<file path="src/rtl/adder_pkg.sv">
// Shared definitions for the nibble-serial adder: slice width, FSM states
// and the nibble-counter width helper.
package adder_pkg;

  localparam int unsigned NIB_W = 4;

  typedef enum logic [1:0] {
    IDLE = 2'd0,
    RUN  = 2'd1,
    DONE = 2'd2
  } state_e;

  // Counter width is clog2(n), never below one bit.
  function automatic int unsigned cnt_width(input int unsigned n);
    return (n <= 2) ? 1 : $clog2(n);
  endfunction

endpackage

</file>
<file path="src/rtl/nibble_adder_slice.sv">
// Combinational 4-bit ripple-carry adder built from four full adders.
module nibble_adder_slice (
  input  logic [3:0] a,
  input  logic [3:0] b,
  input  logic       cin,
  output logic [3:0] sum,
  output logic       cout
);

  logic [4:0] c;

  assign c[0] = cin;

  for (genvar i = 0; i < 4; i++) begin : g_fa
    assign sum[i]   = a[i] ^ b[i] ^ c[i];
    assign c[i + 1] = (a[i] & b[i]) | (c[i] & (a[i] ^ b[i]));
  end

  assign cout = c[4];

endmodule

</file>
<file path="src/rtl/nibble_serial_adder_ctrl.sv">
// WIDTH-bit adder that reuses one 4-bit slice over WIDTH/4 cycles,
// least significant nibble first, with valid/ready on both sides.
module nibble_serial_adder_ctrl
  import adder_pkg::*;
#(
  parameter int unsigned WIDTH = 16
) (
  input  logic             clk,
  input  logic             rst_n,
  input  logic             in_valid,
  output logic             in_ready,
  input  logic [WIDTH-1:0] a,
  input  logic [WIDTH-1:0] b,
  output logic             out_valid,
  input  logic             out_ready,
  output logic [WIDTH-1:0] sum,
  output logic             cout,
  output logic             busy
);

  localparam int unsigned NIB = WIDTH / NIB_W;
  localparam int unsigned CW  = cnt_width(NIB);

  if (((WIDTH % NIB_W) != 0) || (WIDTH < 8)) begin : g_bad_width
    $error("nibble_serial_adder_ctrl: WIDTH must be a multiple of 4 and >= 8");
  end

  state_e           state_q, state_d;
  logic [WIDTH-1:0] a_q, a_d, b_q, b_d, sum_q, sum_d;
  logic             cout_q, cout_d, carry_q, carry_d;
  logic [CW-1:0]    cnt_q, cnt_d;

  logic [NIB_W-1:0] nib_a, nib_b, nib_s;
  logic             nib_co;
  logic             last;

  assign last = (cnt_q == CW'(NIB - 1));

  always_ff @(posedge clk or negedge rst_n) begin
    if (!rst_n) state_q <= IDLE;
    else        state_q <= state_d;
  end

  always_ff @(posedge clk or negedge rst_n) begin
    if (!rst_n) begin
      a_q     <= '0;
      b_q     <= '0;
      sum_q   <= '0;
      cout_q  <= 1'b0;
      carry_q <= 1'b0;
      cnt_q   <= '0;
    end else begin
      a_q     <= a_d;
      b_q     <= b_d;
      sum_q   <= sum_d;
      cout_q  <= cout_d;
      carry_q <= carry_d;
      cnt_q   <= cnt_d;
    end
  end

  always_comb begin
    state_d = state_q;
    case (state_q)
      IDLE:    if (in_valid)  state_d = RUN;
      RUN:     if (last)      state_d = DONE;
      DONE:    if (out_ready) state_d = IDLE;
      default:                state_d = IDLE;
    endcase
  end

  // Nibble k of each operand feeds the single slice.
  always_comb begin
    nib_a = '0;
    nib_b = '0;
    for (int unsigned k = 0; k < NIB; k++) begin
      if (cnt_q == CW'(k)) begin
        nib_a = a_q[k*NIB_W +: NIB_W];
        nib_b = b_q[k*NIB_W +: NIB_W];
      end
    end
  end

  nibble_adder_slice u_slice (
    .a    (nib_a),
    .b    (nib_b),
    .cin  (carry_q),
    .sum  (nib_s),
    .cout (nib_co)
  );

  always_comb begin
    a_d     = a_q;
    b_d     = b_q;
    sum_d   = sum_q;
    cout_d  = cout_q;
    carry_d = carry_q;
    cnt_d   = cnt_q;
    case (state_q)
      IDLE: begin
        if (in_valid) begin
          a_d     = a;
          b_d     = b;
          sum_d   = '0;
          cout_d  = 1'b0;
          carry_d = 1'b0;
          cnt_d   = '0;
        end
      end
      RUN: begin
        for (int unsigned k = 0; k < NIB; k++) begin
          if (cnt_q == CW'(k)) sum_d[k*NIB_W +: NIB_W] = nib_s;
        end
        carry_d = nib_co;
        if (last) begin
          cout_d = nib_co;
          cnt_d  = '0;
        end else begin
          cnt_d  = cnt_q + 1'b1;
        end
      end
      default: ;
    endcase
  end

  always_comb begin
    in_ready  = (state_q == IDLE);
    out_valid = (state_q == DONE);
    busy      = (state_q != IDLE);
  end

  assign sum  = sum_q;
  assign cout = cout_q;

endmodule
</file>
<file path="config.mk">
export PLATFORM = sky130hd
export DESIGN_NAME = nibble_serial_adder_ctrl
export DESIGN_NICKNAME = d
export VERILOG_FILES = /design/src/rtl/adder_pkg.sv /design/src/rtl/nibble_adder_slice.sv /design/src/rtl/nibble_serial_adder_ctrl.sv
export SDC_FILE = /design/constraint.sdc
export NUM_CORES = 1
export LEC_CHECK = 0
export ABC_AREA = 1
export CAP_MARGIN = 20
export CORE_AREA = 2 2 77 109
export CTS_CLUSTER_SIZE = 20
export DETAILED_ROUTE_END_ITERATION = 16
export DIE_AREA = 0 0 79 111
export SYNTH_ARGS = -nofsm -noshare
export SYNTH_HDL_FRONTEND = slang
export SYNTH_SLANG_ARGS = --single-unit
</file>
<file path="constraint.sdc">
create_clock -name clk -period 3.25 [get_ports clk]
set_input_delay 0.975 -clock clk [delete_from_list [all_inputs] [get_ports clk]]
set_output_delay 0.975 -clock clk [all_outputs]
set_load 0.05 [all_outputs]
</file>
# ---- Word level (Yosys, flattened, before mapping)
# Cells that the tools add are included.
dict set report word_totals {
  register_bits 54
  inputBits 36
  out_inout_bits 20
}
dict set report classes {
  add_sub_neg 1
  n_eq_ne 11
  mux 25
  n_bitwise 20
  n_reduce_logical 11
}
# cell count
set ops {}
lappend ops {{2-to-1 mux 4 bit} 12}
lappend ops {{one-hot mux 16 bit (2 select lines)} 1}
lappend ops {{2-to-1 mux 16 bit} 1}
lappend ops {{AND reduction 3 bit} 5}
lappend ops {{2-to-1 mux 2 bit} 5}
lappend ops {{inequality test 2 bit, second input constant} 5}
lappend ops {{AND 1 bit} 8}
lappend ops {{XOR 1 bit} 8}
lappend ops {{== test 2 bit, second input constant} 3}
lappend ops {{one-hot mux 2 bit (3 select lines)} 1}
lappend ops {{== test 2 x 1 -> 1 bit, second input constant} 2}
lappend ops {{zero test 2 bit} 2}
lappend ops {{bitwise OR 1 bit} 4}
lappend ops {{one-hot mux 1 bit (2 select lines)} 2}
lappend ops {{one-hot mux 2 bit (2 select lines)} 1}
lappend ops {{AND reduction 2 bit} 2}
lappend ops {{nonzero test 2 bit} 2}
lappend ops {{adder 2 x 1 -> 2 bit, second input constant} 1}
lappend ops {{2-to-1 mux 1 bit} 2}
lappend ops {{inequality test 2 x 1 -> 1 bit, second input constant} 1}

# ---- Depth between registers and ports, before layout
dict set report depth {
  depth_word 16
  depth_mapped 18
  depth_no_buf 17
}

# ---- Cells and area by module
# From an unflattened synthesis, not the netlist that was laid out.
dict set report hier_totals {
  hier_cells 347
  area_unflattened_um2 2713.9
}
# mod n_inst cells_each area_per_inst_um2 seq_area_each_um2
set modules_own_cells {}
lappend modules_own_cells {nibble_serial_adder_ctrl 1 333 2596.2 1351.3}
lappend modules_own_cells {nibble_adder_slice 1 14 117.6 0.0}

# ---- Worst setup path before layout
# OpenSTA, ideal clock, no wires.
dict set report synth_timing {
  kind {register -> register}
  from {reg cnt_q[0]}
  to {reg sum_q[15], in the netlist sum[15]}
  arrival_time_ns 2.855
  required_time_ns 3.183
  setup_slack_ns 0.328
  path_stages_with_launch 19
  cell_sequence {dfrtp_1 > inv_1 > ha_1 > buf_2 > inv_2 > nor2_1 > nor2_1 > nand2_1 > nand2_1 > fa_1 > inv_1 > fa_1 > inv_1 > fa_1 > inv_1 > fa_1 > nor2_1 > nand2_1 > nand2_1}
}
dict set report synth_between {
  elab_chain_len 15
  word_cells_on_any_way 30
}
# element line
set synth_rtl {}
lappend synth_rtl {{start, declared} nibble_serial_adder_ctrl.sv:31} ;# logic [CW-1:0] cnt_q, cnt_d;
lappend synth_rtl {{start signal, assigned} nibble_serial_adder_ctrl.sv:58} ;# cnt_q <= cnt_d;
lappend synth_rtl {{zero test 2 bit} nibble_serial_adder_ctrl.sv:77} ;# if (cnt_q == CW'(k)) begin
lappend synth_rtl {{2-to-1 mux 4 bit (4 in series)} nibble_serial_adder_ctrl.sv:77}
lappend synth_rtl {{XOR 1 bit} nibble_adder_slice.sv:16} ;# assign c[i + 1] = (a[i] & b[i]) | (c[i] & (a[i] ^ b[i]));
lappend synth_rtl {{AND 1 bit} nibble_adder_slice.sv:16}
lappend synth_rtl {{bitwise OR 1 bit} nibble_adder_slice.sv:16}
lappend synth_rtl {{AND 1 bit} nibble_adder_slice.sv:16}
lappend synth_rtl {{bitwise OR 1 bit} nibble_adder_slice.sv:16}
lappend synth_rtl {{AND 1 bit} nibble_adder_slice.sv:16}
lappend synth_rtl {{bitwise OR 1 bit} nibble_adder_slice.sv:16}
lappend synth_rtl {{XOR 1 bit} nibble_adder_slice.sv:15} ;# assign sum[i] = a[i] ^ b[i] ^ c[i];
lappend synth_rtl {{2-to-1 mux 4 bit} nibble_serial_adder_ctrl.sv:112} ;# if (cnt_q == CW'(k)) sum_d[k*NIB_W +: NIB_W] = nib_s;
lappend synth_rtl {{one-hot mux 16 bit (2 select lines)} nibble_serial_adder_ctrl.sv:99} ;# case (state_q)
lappend synth_rtl {{end signal, assigned} nibble_serial_adder_ctrl.sv:55} ;# sum_q <= sum_d;
lappend synth_rtl {{end, declared} nibble_serial_adder_ctrl.sv:29} ;# logic [WIDTH-1:0] a_q, a_d, b_q, b_d, sum_q, sum_d;
# Several ways; a longest one is shown, not always the timed one. The select of a mux whose other input is x is not followed.
# A chain may end at the register's enable or synchronous reset.

# ---- Worst setup path in the final report
dict set report layout_timing {
  from {reg cnt_q[1]}
  to {reg sum_q[15], in the netlist sum[15]}
}
# The elaborated chain is that of the path after synthesis.

==> summary.txt <==
Status: finished, final reports clean
Yosys warns: 0
Net Sw Power: 1830 uW
Post-synthesis sequential area ratio: 0.504
Via count: 2269
Worst clock skew: 6.24 ps
Mapped Nets: 376
Clock Sinks: 54
Slew of the pin with the lowest slew margin: 629 ps
Avg Synthesized Cell Area: 8.08 sq um
HP Class: reg -> reg
Max Slew Vio Count: 0
Initial antenna violation count: 0
Post-Route WL: 6650 um
Setup Fix Bufs, Post-CTS: 0
Synth top cells by count: nand2_1 (139), dfrtp_1 (54), nand3_1 (40), nor2_1 (21), inv_1 (18)
Drt wl/cell: 13.5 um
Asr flop ratio synth: 1.00
Top achievable clock speed: 0.329 GHz
Critical path type: reg -> reg
Relative slew margins: 0.579
Num ports: 56
Vias/cell: 4.62
Top_reg_cell synth: dfrtp_1
Area Growth Syn to Fin: 30.5%
Largest net degree at the start of global routing: 55
Die height: 111 um
Synthesized area: 2680 sq um
Setup TNS: 0 ps
# setup viols final: 0
Final-report hold violation count: 0
Worst setup SP type: flop
FF/Latch Area: 1350 sq um
Layout Cells excl Fill: 491
Final antenna diode count: 0
Static leakage power: 0.00177 uW
First-pass GRT wire length: 10800 um
Clock buffer depth: 2
Starting DRT DRC Count: 105
Post-synth top area cell: dfrtp_1
Fillers: 811
Cells after Synth: 332
Yosys cell types: 22
Peak supply drop: 0.394 mV
Clock transition at path regs: 70 ps
Post-synth EDFFs: 0
H-tree Lvls: 2
Core area: 7910 sq um
Crit-path max FO: 5
Post-route ant nets: 0
Starting density of the core: 0.339
Top-area cell type share of the netlist area: 0.504
Synth Register Bits: 54
Clock power share: 0.152
First drt pass iteration count: 4
Power per cell area: 1110 nW/um^2
Count leader, synth: nand2_1
Net count, final: 432
Combinational power share: 0.548
Total congestion overflow: 0
CTS tree: yes
Period utilisation layout: 0.935
Crit path arrival time: 3270 ps
Port Buffers: 55
Synth area leaders: dfrtp_1 (50%), nand2_1 (19%), nand3_1 (7.5%)
RSZ-0062 raised after global routing: no
Worst-Skew Late Latency: 290 ps
Vias in the first global route: 2216
Hold path depth: 2
Proportion of layout cells with a drive suffix above 1: 0.0823
Sw frac: 0.469
Minimum hold slack: 481 ps
Full die area: 8770 sq um
Worst Reg-to-Reg Cells: 16
DRC errors left: 0
Kind of end point of the critical path: flop
Seq pwr share: 0.301
Root buf cell: clkbuf_16
Critical Path RT: 3480 ps
Final HPWL DP: 5010 um
Row Count: 39
CTS Hold Buffers Added: 0
Die Wd: 79 um
Pint: 2070 uW
Total global-route track usage: 0.158
GPL Wtd Cong: 0.912
Final critical-path required period: 3040 ps
TritonCTS Buffers: 5
Area of the multi-input gates: 1150 sq um
MaxCap Viol Count: 0
Placed Instances: 483
critical path: stages (launching register included):
cell	delay, ps
dfrtp_1	410
inv_1	90
ha_1	280
buf_4	180
nand2_1	60
nand3_1	80
a21oi_1	80
fa_1	360
inv_1	70
fa_1	170
inv_1	50
fa_1	350
inv_1	70
fa_1	440
nor2_4	170
nand2_1	70
nand2_1	60
kinds of logic (layout without fill, tap and decap cells):
logic type | count (synthesis) | after routing | share of synthesized area
simple gates | 206 | 206 | 0.314
compound gates | 28 | 28 | 0.0620
buf+inv | 36 | 93 | 0.0714
flops | 54 | 54 | 0.504
fa+ha+maj | 8 | 8 | 0.0485
metal layers:
metal | wire length (um) | vias up | track usage
met1 | 2740 | 1050 | 0.186
met3 | 218 | 12 | 0.0212
met4 | 199 | 0 | 0.0724
met2 | 3490 | 52 | 0.279
li1 | - | 1155 | -
met5 | 0 | - | 0
timing repair:
action | in CTS | in global routing
gates resized for setup | 0 | 3
hold endpoints to repair | 0 | 0
setup endpoints to repair | 0 | 4
final timing paths:
kind / from / to / slack [ps]
min in group asynchronous: rst_n / sum[6] / 650
hold reg to reg: sum[10] / sum[10] / 480
setup reg to reg: cnt_q[1] / sum[15] / 210
hold / removal: sum[10] / sum[10] / 480
max in group asynchronous: rst_n / a_q[11] / 2330
setup / recovery: cnt_q[1] / sum[15] / 210
layout make-up:
cell class / count / area share
clock buffers: 7 / 0.0379
clock inverters: 1 / 0.00858
inverters: 20 / 0.0215
multi-input cells: 242 / 0.329
flip-flops and latches: 54 / 0.386
well taps: 102 / 0.0365
repair buffers: 65 / 0.181
layout by cell type (no fill, tap or decap):
cell / instances
a21boi_0: 2
a21oi_1: 17
a21oi_2: 2
buf_12: 1
buf_2: 1
buf_4: 9
bufinv_16: 1
clkbuf_1: 2
clkbuf_16: 5
clkdlybuf4s50_1: 54
dfrtp_1: 54
fa_1: 4
ha_1: 3
ha_2: 1
inv_1: 18
inv_2: 2
nand2_1: 139
nand2_2: 3
nand3_1: 40
nor2_1: 20
nor2_4: 2
o21ai_0: 3
o21ai_2: 3
o31ai_1: 1
or2_2: 2
power by group through the flow:
stage                     clock (uW)  combinational [uW]  sequential (uW)
after floorplan                    0                1310             1330
after detailed placement           0                2090             1180
after global routing             627                2400             1200
after global placement             0                2060             1180
final                            591                2130             1170
after CTS                        604                2090             1170
state kept, by name (all words and copies together), names as in the netlist:
register / count
a_q: 16
sum: 16
cnt_q: 2
b_q: 16
state_q: 2
carry_q: 1
cout: 1
per-stage QoR:
step | setup slack (ps) | total power (uW) | cell area (sq um) | util
2_1_floorplan | 328 | 2640 | 2680 | -
3_3_place_gp | 226 | 3240 | 3330 | 0.421
3_5_place_dp | 167 | 3270 | 3330 | 0.421
4_1_cts | 143 | 3870 | 3490 | 0.441
5_1_grt | 16.5 | 4230 | 3500 | 0.443
6_report | 212 | 3900 | 3500 | 0.443
No activity file was read; power rests on OpenSTA's default activity.
